**src/rtl/lbm_stream_addr_gen.sv**
```systemverilog
// rtl/lbm_stream_addr_gen.sv - D2Q9 streaming destination address generator
// Sweeps the grid x-fastest and registers one nine-way write bundle per accepted cycle.
module lbm_stream_addr_gen #(
  parameter int NX            = 16,
  parameter int NY            = 16,
  parameter int BOUNDARY_MODE = 0,
  parameter int ADDR_W        = $clog2(NX * NY),
  parameter int DIR_W         = 4
) (
  input  logic                  clk,
  input  logic                  rst_n,
  input  logic                  start,
  output logic                  busy,
  output logic                  done,
  output logic                  out_valid,
  input  logic                  out_ready,
  output logic [ADDR_W-1:0]     src_addr,
  output logic [8:0]            wr_en,
  output logic [9*ADDR_W-1:0]   wr_addr,
  output logic [9*DIR_W-1:0]    wr_dir
);

  localparam int XW = $clog2(NX);
  localparam int YW = $clog2(NY);

  typedef enum logic [1:0] {S_IDLE, S_SWEEP, S_DRAIN, S_DONE} state_t;

  state_t              state_q, state_d;
  logic [XW-1:0]       x_q, x_d;
  logic [YW-1:0]       y_q, y_d;
  logic                out_valid_q, out_valid_d;
  logic [ADDR_W-1:0]   src_addr_q, src_addr_d;
  logic [8:0]          wr_en_q, wr_en_d;
  logic [9*ADDR_W-1:0] wr_addr_q, wr_addr_d;
  logic [9*DIR_W-1:0]  wr_dir_q, wr_dir_d;

  logic                load;
  logic                last_cell;
  logic                x_wrap;
  logic [ADDR_W-1:0]   nb_src;
  logic [8:0]          nb_en;
  logic [9*ADDR_W-1:0] nb_addr;
  logic [9*DIR_W-1:0]  nb_dir;
  int                  xs, ys, xw, yw;
  logic                oob;

  function automatic int dir_cx(input int q);
    case (q)
      1, 5, 8: return 1;
      3, 6, 7: return -1;
      default: return 0;
    endcase
  endfunction

  function automatic int dir_cy(input int q);
    case (q)
      2, 5, 6: return 1;
      4, 7, 8: return -1;
      default: return 0;
    endcase
  endfunction

  function automatic int dir_opp(input int q);
    case (q)
      1:       return 3;
      2:       return 4;
      3:       return 1;
      4:       return 2;
      5:       return 7;
      6:       return 8;
      7:       return 5;
      8:       return 6;
      default: return 0;
    endcase
  endfunction

  assign load      = (state_q == S_SWEEP) && (!out_valid_q || out_ready);
  assign x_wrap    = (x_q == XW'(NX - 1));
  assign last_cell = x_wrap && (y_q == YW'(NY - 1));

  // Next bundle for the current (x,y); a neighbour is at most one step outside the grid,
  // so a single add/subtract of the period suffices for wrapping.
  always_comb begin
    nb_src  = ADDR_W'(int'(y_q) * NX + int'(x_q));
    nb_en   = '0;
    nb_addr = '0;
    nb_dir  = '0;
    xs      = 0;
    ys      = 0;
    xw      = 0;
    yw      = 0;
    oob     = 1'b0;
    for (int q = 0; q < 9; q++) begin
      xs  = int'(x_q) + dir_cx(q);
      ys  = int'(y_q) + dir_cy(q);
      oob = (xs < 0) || (xs >= NX) || (ys < 0) || (ys >= NY);
      xw  = (xs < 0) ? xs + NX : ((xs >= NX) ? xs - NX : xs);
      yw  = (ys < 0) ? ys + NY : ((ys >= NY) ? ys - NY : ys);
      nb_dir[q*DIR_W +: DIR_W] = DIR_W'(q);
      if (!oob) begin
        nb_en[q]                    = 1'b1;
        nb_addr[q*ADDR_W +: ADDR_W] = ADDR_W'(ys * NX + xs);
      end else if (BOUNDARY_MODE == 1) begin
        nb_en[q]                    = 1'b1;
        nb_addr[q*ADDR_W +: ADDR_W] = ADDR_W'(yw * NX + xw);
      end else if (BOUNDARY_MODE == 2) begin
        nb_en[q]                    = 1'b1;
        nb_addr[q*ADDR_W +: ADDR_W] = nb_src;
        nb_dir[q*DIR_W +: DIR_W]    = DIR_W'(dir_opp(q));
      end else begin
        nb_en[q]                    = 1'b0;
        nb_addr[q*ADDR_W +: ADDR_W] = '1;
      end
    end
  end

  always_ff @(posedge clk or negedge rst_n) begin
    if (!rst_n) state_q <= S_IDLE;
    else        state_q <= state_d;
  end

  always_comb begin
    state_d = state_q;
    case (state_q)
      S_IDLE:  if (start) state_d = S_SWEEP;
      S_SWEEP: if (load && last_cell) state_d = S_DRAIN;
      S_DRAIN: if (out_ready) state_d = S_DONE;
      S_DONE:  state_d = S_IDLE;
      default: state_d = S_IDLE;
    endcase
  end

  always_comb begin
    busy = (state_q != S_IDLE);
    done = (state_q == S_DONE);
  end

  always_comb begin
    x_d         = x_q;
    y_d         = y_q;
    out_valid_d = out_valid_q;
    src_addr_d  = src_addr_q;
    wr_en_d     = wr_en_q;
    wr_addr_d   = wr_addr_q;
    wr_dir_d    = wr_dir_q;
    if (state_q == S_IDLE && start) begin
      x_d = '0;
      y_d = '0;
    end
    if (load) begin
      out_valid_d = 1'b1;
      src_addr_d  = nb_src;
      wr_en_d     = nb_en;
      wr_addr_d   = nb_addr;
      wr_dir_d    = nb_dir;
      if (x_wrap) begin
        x_d = '0;
        y_d = last_cell ? '0 : y_q + 1'b1;
      end else begin
        x_d = x_q + 1'b1;
      end
    end
    if (state_q == S_DRAIN && out_ready) out_valid_d = 1'b0;
  end

  always_ff @(posedge clk or negedge rst_n) begin
    if (!rst_n) begin
      x_q         <= '0;
      y_q         <= '0;
      out_valid_q <= 1'b0;
      src_addr_q  <= '0;
      wr_en_q     <= '0;
      wr_addr_q   <= '0;
      wr_dir_q    <= '0;
    end else begin
      x_q         <= x_d;
      y_q         <= y_d;
      out_valid_q <= out_valid_d;
      src_addr_q  <= src_addr_d;
      wr_en_q     <= wr_en_d;
      wr_addr_q   <= wr_addr_d;
      wr_dir_q    <= wr_dir_d;
    end
  end

  assign out_valid = out_valid_q;
  assign src_addr  = src_addr_q;
  assign wr_en     = wr_en_q;
  assign wr_addr   = wr_addr_q;
  assign wr_dir    = wr_dir_q;

endmodule
```
**config.mk**
```make
export PLATFORM = sky130hd
export DESIGN_NAME = lbm_stream_addr_gen
export DESIGN_NICKNAME = d
export VERILOG_FILES = /design/src/rtl/lbm_stream_addr_gen.sv
export SDC_FILE = /design/constraint.sdc
export NUM_CORES = 1
export LEC_CHECK = 0
export BUFFER_PORTS_ARGS = -buffer_cell sky130_fd_sc_hd__buf_2
export CAP_MARGIN = 0
export CELL_PAD_IN_SITES_DETAIL_PLACEMENT = 1
export CELL_PAD_IN_SITES_GLOBAL_PLACEMENT = 1
export CORE_UTILIZATION = 43
export DETAILED_ROUTE_END_ITERATION = 10
export PLACE_DENSITY = 0.89
export SETUP_SLACK_MARGIN = 0.05
export SKIP_CTS_REPAIR_TIMING = 1
export SYNTH_ARGS = -nofsm -noshare
export SYNTH_HDL_FRONTEND = slang
export SYNTH_SLANG_ARGS = --single-unit
```
**constraint.sdc**
```tcl
create_clock -name clk -period 5.71 [get_ports clk]
set_input_delay 0.8565 -clock clk [delete_from_list [all_inputs] [get_ports clk]]
set_output_delay 0.8565 -clock clk [all_outputs]
set_load 0.01 [all_outputs]
```
* Word level (Yosys, flattened, before mapping)
Index checks and enable logic that the tools add are counted.
W data, S select, Z words.
** Storage, ports and cells
- Bits of input ports :: 4
- Output and inout bits :: 128
- Flip-flop bits (word level) :: 101
- Logic and storage cells :: 107
** Operators by class
- Order comparisons :: 12
- Equal/unequal tests :: 8
- Mux-type cells :: 31
- Reductions and logical operators :: 33
- Add/subtract/negate cells :: 15
** Operator list (count)
- $mux W8 :: 9
- $add A8 B6 Y8 :: 4
- $mux W4 :: 7
- $logic_or A1 B1 Y1 :: 22
- $add A8 B5 Y8 :: 2
- $add A8 B8 Y8 :: 2
- $add A5 B1 Y6 const B :: 2
- $ge A6 B6 Y1 const B :: 2
- $lt A6 B1 Y1 const B :: 2
- $mux W1 :: 11
- $add A4 B1 Y5 const B :: 2
- $ge A4 B5 Y1 const B :: 2
- $ge A5 B5 Y1 const B :: 2
- $lt A5 B1 Y1 const B :: 2
- $add A4 B1 Y4 const B :: 2
- $add A8 B4 Y8 :: 1
- $eq A4 B4 Y1 const B :: 2
- $lt A4 B1 Y1 const B :: 2
- $pmux W2 S4 :: 1
- $mux W2 :: 3
- $reduce_bool A2 Y1 :: 3
- $logic_and A1 B1 Y1 :: 5
- $eq A2 B2 Y1 const B :: 2
- $ne A2 B2 Y1 const B :: 2
- 5 further kinds :: 5

* Depth between registers and ports, before layout
- Depth in word-level cells :: 6
- Gate-level depth with buffers :: 10

* Worst setup path after synthesis
OpenSTA, ideal clock, no wires.
- Path type :: register to register
- From :: register x_q[0]
- To :: register wr_addr_q[63] (netlist: wr_addr[63])
- Slack :: 3.458 ns
- Arrival :: 2.164 ns
- Path buffers :: 1
- Setup time :: 0.088 ns
- Stages on the path, launching flop included :: 11
- Cells stage by stage :: dfrtp_1 clkbuf_1 inv_1 ha_1 and2_1 ha_1 inv_1 nor4_1 a41oi_2 xnor2_1 a41oi_1
** Between the ends
- Cells in the longest elaborated chain, start to end :: 6
- Elaborated cells on any way between the ends :: 8
- Classes of those cells :: add/sub: 2; order compare: 2; mux: 1; reduce/logical: 3
** RTL lines
- from (decl) :: line 29 : logic [XW-1:0] x_q, x_d;
- from (signal assigned) :: line 168 : x_q <= '0;
- from (signal assigned) :: line 176 : x_q <= x_d;
- $add A5 B1 Y6 * :: line 94 : xs = int'(x_q) + dir_cx(q);
- $lt A6 B1 Y1 or $ge A6 B6 Y1 (tied branches)
- $logic_or A1 B1 Y1 (3 in a row) :: line 96 : oob = (xs < 0) || (xs >= NX) || (ys < 0) || (ys >= NY);
- $mux W8 * :: line 100 : if (!oob) begin
- to (signal assigned) :: line 181 : wr_addr_q <= wr_addr_d;
- to (decl) :: line 34 : logic [9*ADDR_W-1:0] wr_addr_q, wr_addr_d;
Every way passes the cells marked *; elsewhere a longest branch is shown, timed or not.
A chain may end at the register's enable or synchronous reset.

* Worst setup path in the final report
- From :: register state_q[1]
- To :: register wr_addr_q[13] (netlist: wr_addr[13])
** Between the ends
- Cells in the longest elaborated chain, start to end :: 2
** RTL lines
- from (decl) :: line 28 : state_t state_q, state_d;
- from (signal assigned) :: line 119 : else state_q <= state_d;
- $eq A2 B1 Y1 :: line 77 : assign load = (state_q == S_SWEEP) && (!out_valid_q || out_ready);
- $logic_and A1 B1 Y1 :: line 77
No other way between the ends.

==> impl_metrics.toml <==
[setup_path]
timing_worst_setup_path_type = "reg -> reg"
startpoint_type = "flip-flop"
critical_path.slowest_cell = "sky130_fd_sc_hd__buf_4"
cp_cell_sequence = "inv_1 -> ha_1 -> o21a_2 -> buf_4 -> nand2_1 -> o22a_1"
worst_path_dominant_cell_family = "compound AO/OA/AOI/OAI gates"
endpoint_kind = "flip-flop"
critical_path_buf_inv_count = 2
crit_path_start = "state_q[1]$_DFFE_PN0P_"
timing.critical_path.fanout_max = 57
cp_num_cells = 6
crit_required_ns = 5.97
rrSetupSlack_ns = 3.06
rr_startpoint = "state_q[1]$_DFFE_PN0P_"
max_stage_delay_ns = 0.58
critical_path.endpoint = "wr_addr[13]$_DFFE_PN0P_"
worst_ep_arrival_time_ns = 2.91
reg2reg_depth = 6
reg_to_reg_end = "wr_addr[13]$_DFFE_PN0P_"

[clock_network]
clock_tree.buffer_depth = 2
numCtsBuffers = 9
clock-root-buffer = "sky130_fd_sc_hd__clkbuf_8"
htree_num_levels = 3
worstSkewPairLatency_ns = 0.38
tritoncts_clock_tree = "done"
clkSlewWorstSetupHoldPaths_ns = 0.09
clkSinkCount = 92

[yosys]
synth_top_cell_area_share_pct = 50.8
synth_seq_area_share_pct = 50.8
yosys_most_used_dff = "sky130_fd_sc_hd__dfrtp_1"
syn_area_um2 = 4530
synth_compound_gate_area_share_pct = 15.2
main_combinational_cell_family_by_area_after_synthesis = "compound AO/OA/AOI/OAI gates"
biggest_area_consumer_among_synthesized_cells = "sky130_fd_sc_hd__dfrtp_1"
synth_enable_flop_cells = 0
yosys.cell_types.count = 43
post_synth.cell_area_avg_um2 = 10.6
synthesis.yosys.warnings = 0
ys_async_sr_fraction_pct = 100
yosys.area_share.simple_pct = 11.1
synth_mux_area_share_pct = 0.912
synth_xor_area_share_pct = 4.39
synth_area_leaders = "sky130_fd_sc_hd__dfrtp_1, sky130_fd_sc_hd__buf_4, sky130_fd_sc_hd__ha_1"
syn_inst = 428
synth_fa_ha_area_share_pct = 5.53
yosys_register_bits = 92

[sta]
grt_setup_unrepaired = "false"
report.final.slew_viol_count = 0
worst_slew_margin_rel_pct = 23.2
setup_viol = 0
tightestPinTransition_ns = 1.15
period_share_pct = 46.4
finalCriticalPeriod_ns = 2.65
fin_skew_ns = 0.0101
setup_tns_ns = 0
fmax_mhz = 378
hold_violations = 0

[hold_path]
launch_point_of_the_worst_hold_path = "wr_addr[58]$_DFFE_PN0P_"
worstHoldPathType = "reg -> reg"

[floorplan]
die_span_in_y_um = 105
rows = 37
top_level_ports = 132
die-area_um2 = 10900
core_area_um2 = 10300
die_w_um = 105
start_util_pct = 44.1

[route]
detailedRoute.firstIterationViolations = 191
via_count = 3409
ant_nets = 0
drt-vias-per-instance = 5.28
route.final.wire_length_um = 11800
drtPass1Iterations = 4
wl_per_cell_um = 18.2
drc_errors = 0

[cells_and_area]
multi_input_area_um2 = 1770
insertedDiodeCount = 0
finalNonFillerCells = 646
layout.filler_cells = 1205
layout.area.seq_um2 = 2300
postLayoutCoreUtil_pct = 49.5
fin_nets = 529
syn_to_final_growth_pct = 12.2
final_layout_size_suffix_gt1_share_pct = 26.9

[placement]
gpl.final_weighted_congestion = 0.806
placement.io_buffers = 108
dpl.hpwl_um = 8260
placed_cells = 630

[power]
p_leak_nw = 2.32
report.power.total_mw = 2.11
worst_ir_drop_vdd_uv = 169
power_density_nw_per_um2 = 416

[run]
maxCapViolCount = 0

[global_route]
grtUsageTotal_pct = 22.6
grt_antenna_before_repair = 0
grt_pass1_vias = 3402
grt_start_max_net_pins = 93
wire_length_of_the_first_global_routing_pass_um = 18900
grt-ovfl-total = 0

[status]
outcome = "finished clean"
logic make-up (layout without fill, tap and decap cells):
| kind of cell | after synthesis | after routing |
|---|---|---|
| AOI/OAI and AO/OA | 94 | 94 |
| adders and majority gates | 20 | 20 |
| other | 1 | 23 |
| DFF | 92 | 92 |
| buffers and inverters | 79 | 139 |
| xor gates and xnor gates | 21 | 21 |
| muxes | 4 | 4 |
| and+or+nand+nor | 117 | 117 |
synthesized netlist by cell type (all sizes together) (4+ instances only):
master and number:
a31oi 14, nand2 53, clkbuf 8, inv 13, dfrtp 92, buf 58, a21oi 16, nand3 13
ha 20, o31ai 4, nor2 42, o22a 28, xor2 10, xnor2 11, o21ai 22
sequential cells by signal (all words and copies together), names as in the netlist:
name	count
state_q	2
x_q	4
y_q	4
wr_en	9
wr_addr	72
out_valid	1
tightest hold or removal path: stages (launching register included):
cell and delay, ns:
sky130_fd_sc_hd__dfrtp_1 0.35, sky130_fd_sc_hd__nand2_1 0.05, sky130_fd_sc_hd__nand2_1 0.05
layer usage:
metal  wire length, um  global-route usage, %
met1              5320                   31.0
met2              5560                   34.8
met3               655                   5.74
met4               242                   8.05
met5                 0                      0
cell type report:
cell class / count / area share (%)
multi-input combinational: 279 / 34.8
clock inverter: 4 / 1.92
sequential: 92 / 45.3
timing repair buffer: 110 / 11.0
tap: 136 / 3.35
inverter: 13 / 0.960
clock buffer: 12 / 2.66
metrics by stage:
stage                     worst slack [ns]  hold slack [ns]  cell area [um2]
after global routing                  2.88            0.514             5080
after detailed placement              2.99            0.460             4850
after CTS                             3.07            0.480             5080
after global placement                3.06            0.447             4850
after floorplan                       3.46            0.507             4610
final                                 3.06            0.471             5080
where the power goes:
group	internal, mW	switching, mW	total [mW]
clock network	0.292	0.233	0.525
logic	0.269	0.410	0.679
registers	0.782	0.129	0.911
layout by cell type (no fill, tap or decap), drive strengths merged, types with 3 or more instances in the layout:
cell type	Yosys	routed
a41oi	3	3
ha	20	20
nand3	13	13
conb	1	23
xor2	10	10
o31ai	4	4
bufinv	0	3
o21a	3	3
clkbuf	8	12
inv	13	13
dfrtp	92	92
o22a	28	28
mux2i	3	3
buf	58	110
a21oi	16	16
nor2	42	42
o21ai	22	22
a31oi	14	14
xnor2	11	11
nand2	53	53
worst min path at each step:
| stage | cells after the start | slack, ns | end |
|---|---|---|---|
| 2_1_floorplan | 2 | 0.51 | wr_addr[34]$_DFFE_PN0P_ |
| 3_3_place_gp | 2 | 0.45 | wr_addr[58]$_DFFE_PN0P_ |
| 3_5_place_dp | 2 | 0.46 | wr_addr[58]$_DFFE_PN0P_ |
| 4_1_cts | 2 | 0.48 | wr_addr[58]$_DFFE_PN0P_ |
| 5_1_grt | 2 | 0.51 | wr_addr[58]$_DFFE_PN0P_ |
| 6_report | 2 | 0.47 | wr_addr[58]$_DFFE_PN0P_ |
Power figures use the tool's default switching activity.
